### src/rtl/pipe_pkg.sv
// Shared definitions for the pipeline stage register: state encoding,
// default NOP payload and the state-to-occupancy mapping.
package pipe_pkg;

  localparam int unsigned PAYLOAD_W = 48;

  // NOP instruction in the low word, both PCs zero.
  localparam logic [PAYLOAD_W-1:0] NOP_PAYLOAD = 48'h0000_0000_0800;

  typedef enum logic [1:0] {
    EMPTY = 2'd0,
    HALF  = 2'd1,
    FULL  = 2'd2
  } stage_state_e;

  function automatic logic [1:0] occ_of(input stage_state_e s);
    logic [1:0] occ;
    occ = 2'd0;
    case (s)
      EMPTY:   occ = 2'd0;
      HALF:    occ = 2'd1;
      FULL:    occ = 2'd2;
      default: occ = 2'd0;
    endcase
    return occ;
  endfunction

endpackage

### src/rtl/pipe_entry.sv
// One payload slot of the stage: enabled register that resets to the
// bubble value so an idle slot never carries stale instruction bits.
module pipe_entry #(
  parameter int unsigned       DATA_W  = 48,
  parameter logic [DATA_W-1:0] RST_VAL = '0
) (
  input  logic              clk,
  input  logic              rst,
  input  logic              en_i,
  input  logic [DATA_W-1:0] d_i,
  output logic [DATA_W-1:0] q_o
);

  logic [DATA_W-1:0] data_q;

  always_ff @(posedge clk or negedge rst) begin
    if (!rst) begin
      data_q <= RST_VAL;
    end else if (en_i) begin
      data_q <= d_i;
    end
  end

  assign q_o = data_q;

endmodule

### src/rtl/pipe_stage_reg.sv
// Pipeline stage register with valid/ready handshakes and flush.
// Define PIPE_STAGE_SKID_EN for a 2-entry skid buffer with registered in_ready;
// otherwise a single entry with a combinational out_ready -> in_ready path.
module pipe_stage_reg
  import pipe_pkg::*;
#(
  parameter int unsigned       DATA_W     = PAYLOAD_W,
  parameter logic [DATA_W-1:0] BUBBLE_VAL = DATA_W'(NOP_PAYLOAD)
) (
  input  logic              clk,
  input  logic              rst,
  input  logic              in_valid,
  output logic              in_ready,
  input  logic [DATA_W-1:0] in_data,
  input  logic              flush,
  output logic              out_valid,
  input  logic              out_ready,
  output logic [DATA_W-1:0] out_data,
  output logic [1:0]        occupancy
);

  // Handshake: a payload moves on a port only in a cycle where both valid and
  // ready are 1 at the rising edge; valid never depends on ready, and a
  // presented payload stays stable until it is taken.

  stage_state_e      state_q, state_d;
  logic              ready_q, ready_d;
  logic              accept, handoff;
  logic              e0_en;
  logic [DATA_W-1:0] e0_d, e0_q;
`ifdef PIPE_STAGE_SKID_EN
  logic              e1_en;
  logic [DATA_W-1:0] e1_q;
`endif

  assign out_valid = (state_q != EMPTY);
  assign handoff   = out_valid & out_ready;
  assign accept    = in_valid & in_ready;
  assign out_data  = out_valid ? e0_q : BUBBLE_VAL;
  assign occupancy = occ_of(state_q);

`ifdef PIPE_STAGE_SKID_EN
  assign in_ready = ready_q;
`else
  // ready_q only marks "out of reset"; the stall path is combinational.
  assign in_ready = ready_q & (~out_valid | out_ready);
`endif

  always_comb begin
    state_d = state_q;
    e0_en   = 1'b0;
    e0_d    = in_data;
`ifdef PIPE_STAGE_SKID_EN
    e1_en   = 1'b0;
`endif
    if (flush) begin
      state_d = EMPTY;
    end else begin
      case (state_q)
        EMPTY: begin
          if (accept) begin
            state_d = HALF;
            e0_en   = 1'b1;
          end
        end
        HALF: begin
          if (accept && handoff) begin
            e0_en = 1'b1;
          end else if (accept) begin
`ifdef PIPE_STAGE_SKID_EN
            // Head is stalled, so the new payload parks in the skid slot.
            state_d = FULL;
            e1_en   = 1'b1;
`else
            e0_en   = 1'b1;
`endif
          end else if (handoff) begin
            state_d = EMPTY;
          end
        end
        FULL: begin
`ifdef PIPE_STAGE_SKID_EN
          if (handoff) begin
            state_d = HALF;
            e0_en   = 1'b1;
            e0_d    = e1_q;
          end
`else
          state_d = EMPTY;
`endif
        end
        default: state_d = EMPTY;
      endcase
    end
  end

`ifdef PIPE_STAGE_SKID_EN
  assign ready_d = (state_d != FULL);
`else
  assign ready_d = 1'b1;
`endif

  always_ff @(posedge clk or negedge rst) begin
    if (!rst) begin
      state_q <= EMPTY;
      ready_q <= 1'b0;
    end else begin
      state_q <= state_d;
      ready_q <= ready_d;
    end
  end

  pipe_entry #(
    .DATA_W  (DATA_W),
    .RST_VAL (BUBBLE_VAL)
  ) u_entry0 (
    .clk  (clk),
    .rst  (rst),
    .en_i (e0_en),
    .d_i  (e0_d),
    .q_o  (e0_q)
  );

`ifdef PIPE_STAGE_SKID_EN
  pipe_entry #(
    .DATA_W  (DATA_W),
    .RST_VAL (BUBBLE_VAL)
  ) u_entry1 (
    .clk  (clk),
    .rst  (rst),
    .en_i (e1_en),
    .d_i  (in_data),
    .q_o  (e1_q)
  );
`endif

endmodule

### config.mk
export PLATFORM = sky130hd
export DESIGN_NAME = pipe_stage_reg
export DESIGN_NICKNAME = d
export VERILOG_FILES = /design/src/rtl/pipe_pkg.sv /design/src/rtl/pipe_entry.sv /design/src/rtl/pipe_stage_reg.sv
export SDC_FILE = /design/constraint.sdc
export NUM_CORES = 1
export LEC_CHECK = 0
export CORE_UTILIZATION = 41
export DETAILED_ROUTE_END_ITERATION = 7
export HOLD_SLACK_MARGIN = 0.06
export MAX_ROUTING_LAYER = met4
export PLACE_DENSITY = 0.87
export SYNTH_ARGS = -nofsm -noshare
export SYNTH_HDL_FRONTEND = slang
export SYNTH_SLANG_ARGS = --single-unit
export TNS_END_PERCENT = 10
### constraint.sdc
create_clock -name clk -period 1.8 [get_ports clk]
set_clock_uncertainty 0.2 [all_clocks]
set_input_delay 0.18 -clock clk [delete_from_list [all_inputs] [get_ports clk]]
set_output_delay 0.18 -clock clk [all_outputs]
set_load 0.1 [all_outputs]
# After elaboration in Yosys (flattened, before gate mapping)
# Index checks and enable logic that the tools add are counted.
# classes
addsub,0
mul,0
shifts,0
n_eq_ne,6
mux,12
n_reduce_logical,4
order_cmp,0
div,0
bitwise,5
# ops
cell,count
2-to-1 mux 48 bit,1
!= test 3 bit (second input constant),4
2-to-1 mux 2 bit,5
one-hot mux 2 bit (2 select lines),2
AND reduction 4 bit,1
AND 1 bit,3
2-to-1 mux 1 bit,3
== test 2 x 1 -> 1 bit (second input constant),1
== test 2 bit (second input constant),1
logical NOT 2 bit,1
one-hot mux 1 bit (2 select lines),1
nonzero test 2 bit,1
logical AND 1 bit,1
inverter 1 bit,1
OR 1 bit,1
# totals
romBits,0
out_inout_bits,52
mem_count,0
in_bits,53
regBits,51
word_cells,30
latch_bits,0
mem_bits_rw,0

# Depth between registers and ports, before layout
# logic_depth
ltp_word,9
depth_mapped,5
depth_no_buf,3

# By module
# From an unflattened synthesis, not the netlist that was laid out.
# hier_totals
hier_cells,165
hier_area_um2,2303.5
# by_module_without_submodules
mod,seq_area_each_um2,n_inst,cells_each,area_each_um2
pipe_entry,1202.4,1,101,1861.8
pipe_stage_reg,50.0,1,64,441.7

# Worst setup path before layout
# OpenSTA, ideal clock, no wires.
# synth_timing
path_type,register -> output
start,register state_q[0]
end,output port out_data[12]
required_ps,1420
path_buffers,2
stages_incl_launch_ff,4
arrival_ps,2241
path_slack_ps,-821
path_cell_list,dfrtp_1 clkbuf_1 clkbuf_1 and2_1
# synth_via
elab_chain_len,2
# synth_rtl
item,line_no,text
start: declaration,pipe_stage_reg.sv:26,"stage_state_e state_q, state_d;"
start signal: assignment,pipe_stage_reg.sv:108,state_q <= state_d;
nonzero test 2 bit,pipe_stage_reg.sv:36,assign out_valid = (state_q != EMPTY);
2-to-1 mux 48 bit,pipe_stage_reg.sv:39,assign out_data = out_valid ? e0_q : BUBBLE_VAL;
end: declaration,pipe_stage_reg.sv:18,"output logic [DATA_W-1:0] out_data,"
# Every way passes these cells.

# Worst setup path in the final report
# layout_timing
start,register state_q[0]
end,output port out_data[32]
# Same word-level chain as after synthesis.

==> run metrics <==
DIE HEIGHT=76.1 um; Die Wd=76.1 um; fin crit period=1.75 ns; final hold vios=0; Layout Utilization=78.6%; final setup vio count=0; register bit total from synthesis=50; Rows=26; Hold WC Path Type=primary input to async pin; total CTS buffers=5; part of the cycle the worst path needs=97.2%; initial antenna violation count=0; vias in the first global route=1729; syn avg cell area=13.7 um2; fmax=572 MHz; Post-synth ARST share=100%; Max Cap Viol=0; core area=0.00520 mm2; Post-synth top cells=dfrtp_1 (49), and2_1 (48), mux2_2 (39); final net count=322; layout cell share with drive strength beyond 1=61.1%; area grow syn2layout=81.8%; Detailed Route WL=5.18 mm; First DRT Iteration DRCs=47; full die area=0.00579 mm2; mapped cell area=0.00225 mm2; Post-synth EDFFs=0; CP Data Required Time=1.42 ns; starting density of the core=43.2%; Max Buffers Root-to-Sink=2; WHS=0.103 ns; crit start category=register; CTS clk-pin slew, worst paths=0.09 ns; worst skew pair latency=0.29 ns; register area share after synthesis=55.7%; largest net degree at the start of global routing=27; status=complete, no violations; Antenna diodes=0; IO Count=105; Post-Place Setup Slack=-0.0202 ns; final worst-path setup slack=0.0505 ns; # port buffers=103; ys flop type=dfrtp_1; cell with the most instances after synthesis=dfrtp_1; global-route wire length before repair=8.49 mm; Lkg Pwr=1.79 nW; cell taking the most area after synthesis=dfrtp_1; post-route ant nets=0; drt drc=0; global-route usage over all layers=19.4%; pins over their slew limit=0; Worst VDD drop=0.711 mV; library cells used by synthesis=14; WL/cell=15.2 um; Worst EP arrival=1.37 ns; Clock Sink Count=50; 1st-pass router iterations=2; syn_nets=217; routability congestion estimate=0.686; Setup TNS=0 ns; Root Driver=clkbuf_8; unrepaired setup endpoints after global routing=false; routed vias/inst=4.66; PD cells=843 mW/mm2; final HPWL from detailed placement=4.04 mm; via count=1585; H-tree depth=2; synth top area cells=dfrtp_1 (55%), mux2_2 (20%), and2_1 (13%); crit path max fanout=26; YS warnings=0; Setup CP Type=register to primary output; post-synthesis cell count=164; CTS tree=built; top cell type's share of synthesized area=54.5%; Overflow after GRT=0; Crit. End Element=primary output
==> power by group <==
group	total (W)	internal (W)	switching, W
clock network	0.000640	0.000274	0.000366
logic	0.00135	0.000628	0.000718
registers	0.00146	0.00135	0.000111
total	0.00345	0.00225	0.00120
==> critical path, stage by stage, from the launching register on <==
cell	delay (ns)
dfrtp_4	0.52
buf_12	0.17
and2_2	0.21
buf_12	0.16
==> registers in the layout (all words and copies together) (netlist names) <==
signal        cells
u_entry0.q_o     48
ready_q           1
state_q           1
==> routing by layer <==
layer / track usage (%) / vias up / share of wire (%)
met2: 34.0 / 59 / 53
met4: 4.04 / 0 / 0.66
li1: - / 741 / -
met1: 23.5 / 781 / 42
met3: 3.59 / 4 / 4.4
met5: - / - / 0
==> cells by family after synthesis <==
family / Yosys count / share of synthesized area (%)
AO/OA/AOI/OAI: 1 / 0.222
buffers and inverters: 12 / 3.17
flip-flops: 50 / 55.7
multiplexers: 48 / 25.5
other: 2 / 0.334
AND/OR/NAND/NOR: 51 / 15.1
==> what timing repair did <==
action / in CTS / in global routing
endpoints found under the setup margin: 2 / 1
hold buffers: 1 / 0
resized for setup: 2 / 2
endpoints found under the hold margin: 49 / 0
setup buffers: 0 / 0
==> cell usage in the layout (no fill, tap or decap) <==
cell,count
dfstp_2,1
clkbuf_8,5
and2_2,27
mux2_4,9
o21ai_0,1
buf_6,1
clkinv_2,1
dfrtp_4,1
buf_12,55
buf_4,1
mux2_2,39
dlygate4sd3_1,1
buf_2,1
clkinvlp_4,1
clkinv_4,1
and2_4,20
nand2b_2,1
clkdlybuf4s50_1,51
and2_1,1
conb_1,2
nand2b_1,1
nand4b_4,1
dfrtp_1,48
==> cell type report <==
class	count	area, um2
clock inverter	3	21.3
clock buffer	5	68.8
sequential	50	1260
multi-input combinational	102	1010
tap	70	87.6
fill	325	1120
timing repair buffer	110	1650
==> through the flow <==
step	area (um2)	instances	power, W
6_report	4090	340	0.00345
3_5_place_dp	3970	331	0.00284
2_1_floorplan	2340	164	0.00230
4_1_cts	4080	340	0.00348
5_1_grt	4090	340	0.00360
3_3_place_gp	3970	331	0.00279
==> final timing paths <==
kind	slack (ns)	from	cells past startpoint	end
max	0.05	state_q[0]	3	out_data[32]
min	0.10	rst	2	u_entry0.q_o[4]
max reg2reg	0.17	state_q[0]	4	u_entry0.q_o[25]
min reg2reg	0.30	u_entry0.q_o[47]	1	u_entry0.q_o[47]
max in group asynchronous	0.70	rst	3	u_entry0.q_o[11]
min in group clk	0.29	in_data[9]	2	u_entry0.q_o[9]
Power figures use the tool's default switching activity.
